### config.mk
export PLATFORM = sky130hd
export DESIGN_NAME = parking_meter_gen
export DESIGN_NICKNAME = d
export VERILOG_FILES = /design/src/rtl/parking_meter_gen.sv
export SDC_FILE = /design/constraint.sdc
export NUM_CORES = 1
export LEC_CHECK = 0
export ABC_AREA = 1
export CAP_MARGIN = 25
export CELL_PAD_IN_SITES_DETAIL_PLACEMENT = 0
export CELL_PAD_IN_SITES_GLOBAL_PLACEMENT = 1
export CORE_MARGIN = 5
export CORE_UTILIZATION = 29
export DETAILED_ROUTE_END_ITERATION = 10
export HOLD_SLACK_MARGIN = 0.05
export PLACE_DENSITY = 0.57
export RECOVER_POWER = 100
export SLEW_MARGIN = 15
export SYNTH_ARGS = -nofsm -noshare
export SYNTH_HDL_FRONTEND = slang
export SYNTH_SLANG_ARGS = --single-unit
### constraint.sdc
create_clock -name clk -period 3.79 [get_ports clk]
set_input_delay 0.758 -clock clk [delete_from_list [all_inputs] [get_ports clk]]
set_output_delay 0.758 -clock clk [all_outputs]
set_load 0.05 [all_outputs]
### src/rtl/parking_meter_gen.sv
// parking_meter_gen
//   Remaining-time parking meter. Holds a binary seconds count that is
//   decremented once per prescaled tick, adds or presets time on rising
//   edges of the button inputs, converts the count to BCD with a serial
//   double-dabble engine and scans a multiplexed seven-segment display
//   that blinks slowly while time is low and quickly once it has expired.
// Ports
//   clk      system clock
//   rst      asynchronous active-low reset
//   add      level inputs; each rising edge of add[i] adds ADDi seconds
//   preset   level inputs; a rising edge loads PRESET1 (priority) or PRESET0
//   led_seg  active-low segments {g,f,e,d,c,b,a} of the selected digit
//   an       active-low one-hot digit enable, an[0] = least-significant digit
//   val      BCD of the last converted time, digit i at [4i+3:4i]
//   expired  time == 0 (registered)
//   low      0 < time < LOW_TIME (registered)
module parking_meter_gen #(
  parameter int unsigned DIGITS   = 4,
  parameter int unsigned TICK_DIV = 100000,
  parameter int unsigned SCAN_DIV = 250,
  parameter int unsigned ADD0     = 60,
  parameter int unsigned ADD1     = 120,
  parameter int unsigned ADD2     = 180,
  parameter int unsigned ADD3     = 300,
  parameter int unsigned PRESET0  = 15,
  parameter int unsigned PRESET1  = 150,
  parameter int unsigned LOW_TIME = 180
) (
  input  logic                  clk,
  input  logic                  rst,
  input  logic [3:0]            add,
  input  logic [1:0]            preset,
  output logic [6:0]            led_seg,
  output logic [DIGITS-1:0]     an,
  output logic [4*DIGITS-1:0]   val,
  output logic                  expired,
  output logic                  low
);

  localparam int unsigned MAX_TIME = 10**DIGITS - 1;
  localparam int TW = $clog2(MAX_TIME + 1);
  localparam int PW = $clog2(TICK_DIV);
  localparam int SW = (SCAN_DIV > 1) ? $clog2(SCAN_DIV) : 1;
  localparam int IW = (DIGITS > 1) ? $clog2(DIGITS) : 1;
  localparam int CW = $clog2(TW + 1);
  localparam int BW = 4 * DIGITS;

  // ---------------------------------------------------------------- edges
  logic [3:0] add_s_q, add_p_q;
  logic [1:0] pre_s_q, pre_p_q;
  logic [3:0] add_rise;
  logic [1:0] pre_rise;

  assign add_rise = add_s_q & ~add_p_q;
  assign pre_rise = pre_s_q & ~pre_p_q;

  // ------------------------------------------------------ time / prescaler
  logic [TW-1:0] time_q, time_d;
  logic [PW-1:0] pcnt_q, pcnt_d;
  logic          tick;
  logic [31:0]   sum;
  logic          expired_q, low_q, sec_q;
  logic          half, blank;

  always_comb begin
    sum = 32'(time_q);
    if (add_rise[0]) sum = sum + ADD0;
    if (add_rise[1]) sum = sum + ADD1;
    if (add_rise[2]) sum = sum + ADD2;
    if (add_rise[3]) sum = sum + ADD3;
    if (sum > MAX_TIME) sum = MAX_TIME;

    tick   = 1'b0;
    pcnt_d = pcnt_q + 1'b1;
    time_d = TW'(sum);
    // A preset swallows adds and the tick, and realigns the prescaler so the
    // next decrement is a full second away.
    if (|pre_rise) begin
      time_d = pre_rise[1] ? TW'(PRESET1) : TW'(PRESET0);
      pcnt_d = '0;
    end else if (pcnt_q == PW'(TICK_DIV - 1)) begin
      tick   = 1'b1;
      pcnt_d = '0;
      time_d = (sum != 0) ? TW'(sum - 1) : '0;
    end
  end

  // First half of each second is the visible phase of the expiry blink.
  assign half  = (pcnt_q < PW'(TICK_DIV / 2));
  assign blank = expired_q ? ~half : (low_q & ~sec_q);

  always_ff @(posedge clk or negedge rst) begin
    if (!rst) begin
      add_s_q   <= '0;
      add_p_q   <= '0;
      pre_s_q   <= '0;
      pre_p_q   <= '0;
      time_q    <= '0;
      pcnt_q    <= '0;
      sec_q     <= 1'b0;
      expired_q <= 1'b1;
      low_q     <= 1'b0;
    end else begin
      add_s_q   <= add;
      add_p_q   <= add_s_q;
      pre_s_q   <= preset;
      pre_p_q   <= pre_s_q;
      time_q    <= time_d;
      pcnt_q    <= pcnt_d;
      if (tick) sec_q <= ~sec_q;
      expired_q <= (time_q == '0);
      low_q     <= (time_q != '0) && (32'(time_q) < LOW_TIME);
    end
  end

  // ------------------------------------------------- double-dabble engine
  typedef enum logic [1:0] {S_IDLE, S_SHIFT, S_DONE} bcd_st_e;

  bcd_st_e       st_q;
  logic [TW-1:0] last_q, cap_q, bin_q;
  logic [BW-1:0] bcd_q, bcd_adj, val_q;
  logic [CW-1:0] it_q;

  always_comb begin
    bcd_adj = bcd_q;
    for (int i = 0; i < DIGITS; i++)
      if (bcd_q[4*i +: 4] >= 4'd5) bcd_adj[4*i +: 4] = bcd_q[4*i +: 4] + 4'd3;
  end

  // A time change mid-conversion is not chased; the IDLE compare against
  // last_q picks it up once the current result has been written.
  always_ff @(posedge clk or negedge rst) begin
    if (!rst) begin
      st_q   <= S_IDLE;
      last_q <= '0;
      cap_q  <= '0;
      bin_q  <= '0;
      bcd_q  <= '0;
      it_q   <= '0;
      val_q  <= '0;
    end else begin
      case (st_q)
        S_IDLE: begin
          if (time_q != last_q) begin
            cap_q <= time_q;
            bin_q <= time_q;
            bcd_q <= '0;
            it_q  <= '0;
            st_q  <= S_SHIFT;
          end
        end
        S_SHIFT: begin
          {bcd_q, bin_q} <= {bcd_adj, bin_q} << 1;
          it_q           <= it_q + 1'b1;
          if (it_q == CW'(TW - 1)) st_q <= S_DONE;
        end
        S_DONE: begin
          val_q  <= bcd_q;
          last_q <= cap_q;
          st_q   <= S_IDLE;
        end
        default: st_q <= S_IDLE;
      endcase
    end
  end

  // ------------------------------------------------------------- display
  function automatic logic [6:0] seg_enc(input logic [3:0] d);
    case (d)
      4'd0:    seg_enc = 7'h40;
      4'd1:    seg_enc = 7'h79;
      4'd2:    seg_enc = 7'h24;
      4'd3:    seg_enc = 7'h30;
      4'd4:    seg_enc = 7'h19;
      4'd5:    seg_enc = 7'h12;
      4'd6:    seg_enc = 7'h02;
      4'd7:    seg_enc = 7'h78;
      4'd8:    seg_enc = 7'h00;
      4'd9:    seg_enc = 7'h10;
      default: seg_enc = 7'h7F;
    endcase
  endfunction

  logic [SW-1:0]     scnt_q;
  logic [IW-1:0]     idx_q;
  logic [DIGITS-1:0] an_q;
  logic [6:0]        seg_q;
  logic [3:0]        cur_dig;

  assign cur_dig = val_q[4*idx_q +: 4];

  always_ff @(posedge clk or negedge rst) begin
    if (!rst) begin
      scnt_q <= '0;
      idx_q  <= '0;
      an_q   <= '1;
      seg_q  <= 7'h7F;
    end else begin
      if (scnt_q == SW'(SCAN_DIV - 1)) begin
        scnt_q <= '0;
        idx_q  <= (idx_q == IW'(DIGITS - 1)) ? '0 : idx_q + 1'b1;
      end else begin
        scnt_q <= scnt_q + 1'b1;
      end
      an_q  <= blank ? '1 : ~(DIGITS'(1) << idx_q);
      seg_q <= seg_enc(cur_dig);
    end
  end

  assign led_seg = seg_q;
  assign an      = an_q;
  assign val     = val_q;
  assign expired = expired_q;
  assign low     = low_q;

endmodule

### Yosys cells after proc, flatten, opt, wreduce, memory -nomap -nowiden

Memory sizes are Yosys's and may differ from the RTL's. A register that Yosys moved wholly into a read port is not among the register bits.
Index checks and enable logic that the tools add are counted.

* output and inout port bits: 29
* bits in read-only memories: 112
* logic and storage cells: 100
* bits in registers: 140
* memories: 1
* input port bits: 8

Memories
* (no name shown): words 16, width 7, read ports 1, clocked after memory_dff 1, write ports 0, line 169 `case (d)`

* $add $sub $neg: 13
* reductions and logical operators: 11
* equal/unequal tests: 9
* shifts and indexed selects: 2
* muxes and demuxes: 30
* order comparisons: 7
* bitwise gates (word level): 8

Operators with widths (number)
* 32-bit 2-to-1 mux: 4
* 14-bit 2-to-1 mux: 4
* 17-bit 2-to-1 mux: 2
* 32-bit by 7-bit adder with 32-bit output (second input constant): 1
* 32-bit by 8-bit adder with 32-bit output (second input constant): 1
* 32-bit by 9-bit adder with 32-bit output (second input constant): 1
* 32-bit by 14-bit greater-than comparator with 1-bit output (second input constant): 1
* 16-bit one-hot mux with 2 select lines: 1
* 32-bit nonzero test: 1
* 14-bit one-hot mux with 2 select lines: 1
* 4-bit 2-to-1 mux: 5
* 17-bit by 1-bit adder with 17-bit output (second input constant): 1
* 17-bit == test (second input constant): 1
* 17-bit by 16-bit < comparator with 1-bit output (second input constant): 1
* 4-bit by 3-bit >= comparator with 1-bit output (second input constant): 4
* 16-bit 2-to-1 mux: 1
* 8-bit 2-to-1 mux: 2
* 16-bit by 5-bit indexed part select with 4-bit output: 1
* 14-bit by 6-bit adder with 15-bit output (second input constant): 1
* 15-bit 2-to-1 mux: 1
* 14-bit zero test: 1
* 14-bit by 8-bit < comparator with 1-bit output (second input constant): 1
* 14-bit != test: 1
* 14-bit nonzero test: 1
* 29 further kinds: 41

### Longest topological paths before layout

Gate-level depths: netlist of run 1.

* word-level depth: 15
* gate-level depth with buffers: 39
* gate-level depth less buffers: 38

### Worst setup path after synthesis of run 1

No wires, ideal clock.

* kind: register to register
* start: register time_q[2]
* end: register time_q[3]
* required time: 3.664 ns
* buffers on the path: 1
* setup slack: -0.359 ns
* setup time: 0.126 ns
* stages on the path, launching flop included: 37
* arrival: 4.023 ns
* period minus slack after synthesis: 4.149 ns
* cells stage by stage: dfrtp_1 > inv_2 > ha_1 > nand3_1 > nand2_2 > nand2_1 > nand2_1 > inv_1 > ha_1 > nand2_1 > nand2_1 > inv_1 > ha_1 > inv_1 > nand2_1 > nand3_1 > inv_1 > nor2_1 > nand2_1 > nand2_1 > nand2_1 > nor2_2 > nand3_1 > nand2_2 > nand3_2 > nand2_4 > nand2_2 > buf_6 > nor2_1 > ha_1 > inv_1 > nor2_1 > nand4_1 > nor2_1 > nand3_1 > o21ai_4 > o21ai_1

* word-level cells in the longest chain between the ends: 14
* elaborated cells between the ends (all ways): 15
* those cells by class: add/sub (5); order compare (1); mux (8); reduce/logical (1)

Ends and longest elaborated chain
* from (decl): line 58 `logic [TW-1:0] time_q, time_d;`
* from (signal assigned): line 108 `time_q <= time_d;`
* 14-bit by 6-bit adder with 15-bit output: line 67 `if (add_rise[0]) sum = sum + ADD0;`
* 15-bit 2-to-1 mux *: line 67
* 32-bit by 7-bit adder with 32-bit output: line 68 `if (add_rise[1]) sum = sum + ADD1;`
* 32-bit 2-to-1 mux *: line 68
* 32-bit by 8-bit adder with 32-bit output: line 69 `if (add_rise[2]) sum = sum + ADD2;`
* 32-bit 2-to-1 mux *: line 69
* 32-bit by 9-bit adder with 32-bit output: line 70 `if (add_rise[3]) sum = sum + ADD3;`
* 32-bit 2-to-1 mux *: line 70
* 32-bit by 14-bit greater-than comparator with 1-bit output: line 71 `if (sum > MAX_TIME) sum = MAX_TIME;`
* 32-bit 2-to-1 mux *: line 71
* 14-bit by 1-bit subtractor with 14-bit output or 32-bit nonzero test (tied branches): line 84 `time_d = (sum != 0) ? TW'(sum - 1) : '0;`
* 14-bit 2-to-1 mux: line 84
* 14-bit 2-to-1 mux *: line 81 `end else if (pcnt_q == PW'(TICK_DIV - 1)) begin`
* 14-bit 2-to-1 mux *: line 78 `if (|pre_rise) begin`
* net time_d[3]: line 58

Mark *: on every way through the listed nets, which the timed path passes. The rest lies on a longest branch.
A chain may end at the register's enable or synchronous reset.

### Worst setup path after layout of run 1

Ends and elaborated chain as after synthesis.

==> impl_metrics.csv, run 1 <==
group,metric,value,unit
logic_synthesis,syn_area,0.00826,mm^2
global_routing,gr-usage-all-layers,0.136,
setup_path,path_class,"reg2reg",
timing,hold_viol,0,
detailed_routing,drc,0,
finish,final_core_util,0.379,
cts,cts_max_path_buffers,2,
power,peakVddDrop,0.000280,V
floorplan,chipWidth,179,um
logic_synthesis,synthArstFlopShare,1.00,
placement,dp.cells,1542,
global_routing,overflow,0,
finish,n_antenna_cell,0,
finish,n_fill_cell,2966,
timing,period_needed,4.08,ns
run,drv_cap,1,
cts,htreeDepth,4,
logic_synthesis,synth_cell_types,45,
finish,fin_cells,1593,
power,power.density,637,mW/mm^2
timing,fmax,245,MHz
cts,clockRootBuffer,"clkbuf_16",
cts,insertion_delay,0.43,ns
timing,fin_skew,0.0256,ns
power,leakage,0.00498,uW
detailed_routing,initialDrtViolationCount,295,
cts,numCtsBuffers,17,
timing,slew-limit-headroom,-0.431,
floorplan,die-area,0.0320,mm^2
detailed_routing,dr.pass1.iters,4,
status,status,"finished with violations",
placement,gp_congestion,0.801,
finish,layout-drive-gt1-share,0.230,
timing,fin_crit_sh,1.08,
setup_path,cp-start-kind,"flip-flop",
worst_hold_path,whs_path_depth,0,
status,violations,"capacitance limit, slew limit, setup timing",
logic_synthesis,seq_area_frac_synth,0.447,
global_routing,antenna_found_initial,0,
setup_path,slowest_stage,"dfrtp_2",
timing,slew_viol_final,86,
setup_path,cp.required,4.08,ns
placement,numPortBuffers,36,
global_routing,met2_usage,0.228,
detailed_routing,totalWireLength,20600,um
cts,cts_sinks,147,
logic_synthesis,synth-seq-cells,147,
timing,setup-violations-final,14,
logic_synthesis,synth_ff_type,"dfrtp_1",
setup_path,critPathArrivalTime,4.37,ns
detailed_routing,vias,7072,
detailed_routing,ant_nets,0,
cts,clkTransAtPathRegs,0.06,ns
detailed_routing,via_per_inst,4.44,
floorplan,dieHeight,179,um
logic_synthesis,synth_area_per_cell,7.70,um^2
global_routing,grt_pass1_wl,35100,um
setup_path,crit_top_cell,"nand3_2",
global_routing,grt-busiest-layer,"met2",
floorplan,row_count,61,
setup_path,crit_fanout,5,
logic_synthesis,synthTopCellsByArea,"dfrtp_1, nand2_1, inv_1",
logic_synthesis,synth_cells,1073,
global_routing,met1_usage,0.184,
global_routing,grt_util_met3,0.0285,
logic_synthesis,yosys.area.top_type_share,0.409,
timing,finalWorstSetupSlack,-0.294,ns
floorplan,pin_count,37,
setup_path,ff2ff_path_depth,29,
logic_synthesis,synth_nets,1108,
finish,nNetsFinal,1237,
logic_synthesis,yosysTopAreaCell,"dfrtp_1",
worst_hold_path,hp-class,"reg2reg",
timing,rsz0062_at_grt,"true",
finish,area.growth.synth_to_final,28.2,%
cts,cts_tree,"yes",
placement,place_hpwl,15300,um
logic_synthesis,synth.most_common_cell,"nand2_1",
cts,postCtsHoldBufs,0,
detailed_routing,wl_per_cell,12.9,um
setup_path,end_kind,"flip-flop",
floorplan,coreArea,0.0279,mm^2
global_routing,first_global_vias,7027,
floorplan,start_util,0.296,
logic_synthesis,ys_warn_count,0,
timing,worst_pin_slew,2.15,ns
logic_synthesis,synth_common_cells,"nand2_1, dfrtp_1, inv_1",
setup_path,critPathMaxStageDelay,0.45,ns
logic_synthesis,synth_edf_count,0,
global_routing,grt_start_max_net_pins,86,
## cells in the final DEF (no fill, tap or decap), types with 11 or more instances in the layout
cell type and instances:
a21oi_1 16, buf_4 89, clkbuf_16 17, clkdlybuf4s50_1 29
dfrtp_1 134, dfstp_2 12, ha_1 23, inv_1 125
inv_2 22, nand2_1 245, nand2_2 48, nand3_1 69
nand3_2 17, nand4_1 19, nor2_1 89, nor2_2 14
nor2_4 14, nor3_1 11, o21ai_0 86, xor2_1 25
## cells by family (layout without fill, tap and decap cells)
| family | Yosys count | in the layout | synth area share |
|---|---|---|---|
| flip-flops | 147 | 147 | 0.447 |
| AND/OR/NAND/NOR | 555 | 555 | 0.305 |
| AO/OA/AOI/OAI | 139 | 140 | 0.0936 |
| XOR/XNOR | 32 | 32 | 0.0339 |
| adder cells (fa/ha/maj) | 27 | 27 | 0.0409 |
| buffers and inverters | 173 | 314 | 0.0799 |
## where the power goes
group	total (uW)	switching (uW)	internal (uW)
sequential	2260	275	1990
clock	1640	765	875
combinational	2850	1770	1090
total	6760	2810	3950
## worst max-delay path, delay by kind of cell (launching register included)
kind	cells	cell delay (ns)
AOI/OAI and AO/OA	4	0.64
DFF	1	0.45
buffers and inverters	6	0.61
adders and majority gates	3	0.52
and+or+nand+nor	16	1.74
## final cells by class
type                       count  area [um^2]  share of cell area
clock buffer                  18          429              0.0405
clock inverter                14          144              0.0136
inverter                     152          572              0.0540
multi-input combinational    754         4230               0.400
sequential                   147         3690               0.349
tap                          378          473              0.0446
timing repair buffer         130         1050              0.0992
## flip-flops by register name, indices dropped and copies added, names as in the netlist, 2 cells and up
name	flops
add_s_q	4
scnt_q	8
an	4
time_q	14
st_q	2
val	16
bcd_q	16
add_p_q	4
pcnt_q	17
bin_q	14
cap_q	14
led_seg	7
pre_p_q	2
pre_s_q	2
last_q	14
idx_q	2
it_q	4
## through the flow
stage               TNS (ns)  total power (uW)  hold WS (ns)  area [um^2]  setup slack (ns)
floorplan              -2.68              4070         0.354         8310            -0.235
global placement       -5.51              5020         0.361         9640            -0.443
detailed placement     -6.66              5030         0.362         9640            -0.549
CTS                    -3.64              6770         0.377        10400            -0.331
global route           -8.92              7320         0.383        10600            -0.686
finish                 -3.40              6760         0.374        10600            -0.294
## path summary, 6_finish.rpt
kind	startpoint	endpoint	slack, ns
max in group asynchronous	rst	time_q[2]	0.67
max reg2reg	time_q[2]	time_q[3]	-0.29
min	pre_s_q[0]	pre_p_q[0]	0.37
max	time_q[2]	time_q[3]	-0.29
min in group asynchronous	rst	bcd_q[7]	0.94
min reg2reg	pre_s_q[0]	pre_p_q[0]	0.37
## layer usage
metal  routed length [um]  vias up  share of wire
met5                    0        -              0
met4                   83        0         0.0040
met3                  448        4          0.022
met2                 9800       57           0.48
met1                10200     3317           0.50
li1                     -     3694              -
## timing repair
item / in CTS / in global routing
gates cloned: 1 / 0
endpoints found under the hold margin: 0 / 0
resized for setup: 30 / 49
setup buffers: 12 / 5
pin swaps: 36 / 55
setup endpoints to repair: 14 / 14
Note: power is estimated with default switching activity, not from simulation.
==> inputs of run 2 (changes only) <==
- CTS_CLUSTER_DIAMETER: unset -> 150
==> results of run 2 <==
Final layout, timing and power as in run 1 (identical DEF).
==> inputs of run 3 (changes only) <==
- CAP_MARGIN: 25 -> unset
==> impl_metrics.csv, run 3 (synthesis results as in run 1) <==
group,metric,value,unit
status,status,"finished with violations",
status,violations,"capacitance limit, slew limit, setup timing",
floorplan,chipWidth,179,um
floorplan,pin_count,37,
finish,fin_cells,1592,
timing,fin_skew,0.0222,ns
detailed_routing,ant_nets,0,
worst_hold_path,hp-class,"reg2reg",
timing,setup-violations-final,14,
floorplan,die-area,0.0320,mm^2
detailed_routing,totalWireLength,20600,um
cts,htreeDepth,4,
timing,slew_viol_final,147,
timing,finalWorstSetupSlack,-0.298,ns
power,leakage,0.00498,uW
detailed_routing,via_per_inst,4.45,
cts,clkTransAtPathRegs,0.06,ns
finish,top_register,"pcnt_q",
setup_path,critPathMaxStageDelay,0.45,ns
run,drv_cap,2,
timing,fmax,245,MHz
timing,worst_pin_slew,2.16,ns
timing,hold_viol,0,
setup_path,slowest_stage,"dfrtp_2",
placement,place_hpwl,15300,um
global_routing,overflow,0,
global_routing,antenna_found_initial,0,
detailed_routing,wl_per_cell,12.9,um
timing,period_needed,4.09,ns
placement,place_area,0.00964,mm^2
setup_path,cp-start-kind,"flip-flop",
finish,final_core_util,0.379,
timing,slew-limit-headroom,-0.438,
global_routing,grt_start_max_net_pins,86,
finish,final_cell_mix,"nand2_1, dfrtp_1, inv_1",
floorplan,dieHeight,179,um
floorplan,coreArea,0.0279,mm^2
setup_path,crit_top_cell,"nand3_2",
finish,layout-drive-gt1-share,0.230,
setup_path,critPathArrivalTime,4.37,ns
finish,n_antenna_cell,0,
finish,nNetsFinal,1236,
setup_path,cp.required,4.08,ns
finish,largest_reg_flops,17,
global_routing,grt_pass1_wl,35100,um
detailed_routing,dr.pass1.iters,4,
cts,insertion_delay,0.43,ns
floorplan,start_util,0.296,
detailed_routing,drc,0,
detailed_routing,vias,7081,
global_routing,first_global_vias,7027,
placement,gp_congestion,0.801,
finish,final_common_cell,"nand2_1",
floorplan,row_count,61,
placement,numPortBuffers,36,
finish,area.growth.synth_to_final,28.2,%
timing,fin_crit_sh,1.08,
setup_path,path_class,"reg2reg",
setup_path,crit_fanout,5,
detailed_routing,initialDrtViolationCount,301,
cts,numCtsBuffers,17,
cts,cts_sinks,147,
finish,postLayoutCellArea,0.0106,mm^2
setup_path,end_kind,"flip-flop",
cts,cts_max_path_buffers,2,
placement,place_ws,-0.549,ns
timing,rsz0062_at_grt,"true",
cts,cts_tree,"yes",
power,peakVddDrop,0.000279,V
placement,dp.cells,1542,
cts,postCtsHoldBufs,0,
power,power.density,638,mW/mm^2
cts,clockRootBuffer,"clkbuf_16",
global_routing,gr-usage-all-layers,0.136,
-- run 3: cell types whose count changed in the layout (fill, tap and decap cells not counted), sizes merged --
cell / previous run / this run
clkbuf: 23 / 22
-- run 3: final timing paths --
kind | from | end | slack, ns | cells after the start
max | time_q[2] | time_q[3] | -0.30 | 29
min | pre_s_q[0] | pre_p_q[0] | 0.37 | 0
max reg2reg | time_q[2] | time_q[3] | -0.30 | 29
min reg2reg | pre_s_q[0] | pre_p_q[0] | 0.37 | 0
max in group asynchronous | rst | time_q[2] | 0.68 | 2
min in group asynchronous | rst | bcd_q[7] | 0.94 | 1
-- run 3: final cells by class --
cell class | count | area, um^2
Clock buffer | 18 | 429
Tap cell | 378 | 473
Inverter | 152 | 572
Timing Repair Buffer | 129 | 1050
Clock inverter | 14 | 144
Fill cell | 2966 | 17300
Sequential cell | 147 | 3690
Multi-Input combinational cell | 754 | 4230
-- run 3: worst max-delay path: cells and delay by family (launching register included) --
family | cells | cell delay, ns
buf+inv | 6 | 0.61
flops | 1 | 0.45
compound gates | 4 | 0.64
simple gates | 16 | 1.74
fa+ha+maj | 3 | 0.52
-- run 3: per-stage QoR --
step	hold WS, ns	TNS [ns]	power [uW]
finish	0.374	-3.43	6760
global placement	0.361	-5.51	5020
global route	0.383	-8.92	7320
detailed placement	0.362	-6.66	5030
CTS	0.377	-3.64	6770
floorplan	0.354	-2.68	4070
-- run 3: where the power goes --
| part | leakage (uW) | switching, uW | internal (uW) |
|---|---|---|---|
| Combinational | 0.00284 | 1770 | 1090 |
| Clock | 0.000277 | 766 | 875 |
| Sequential | 0.00186 | 274 | 1990 |
-- run 3: per-layer routing --
layer,GRT usage,vias up,wire [um]
met1,0.184,3307,10200
met3,0.0285,11,553
met4,0.0233,0,121
met2,0.228,70,9700
li1,-,3693,-
met5,0,-,0
-- run 3: what timing repair did --
| item | 4_1_cts | 5_1_grt |
|---|---|---|
| pin swaps | 36 | 55 |
| cloned | 1 | 0 |
| gates resized for setup | 30 | 49 |
| setup endpoints to repair | 14 | 14 |
| buffers inserted | 12 | 5 |
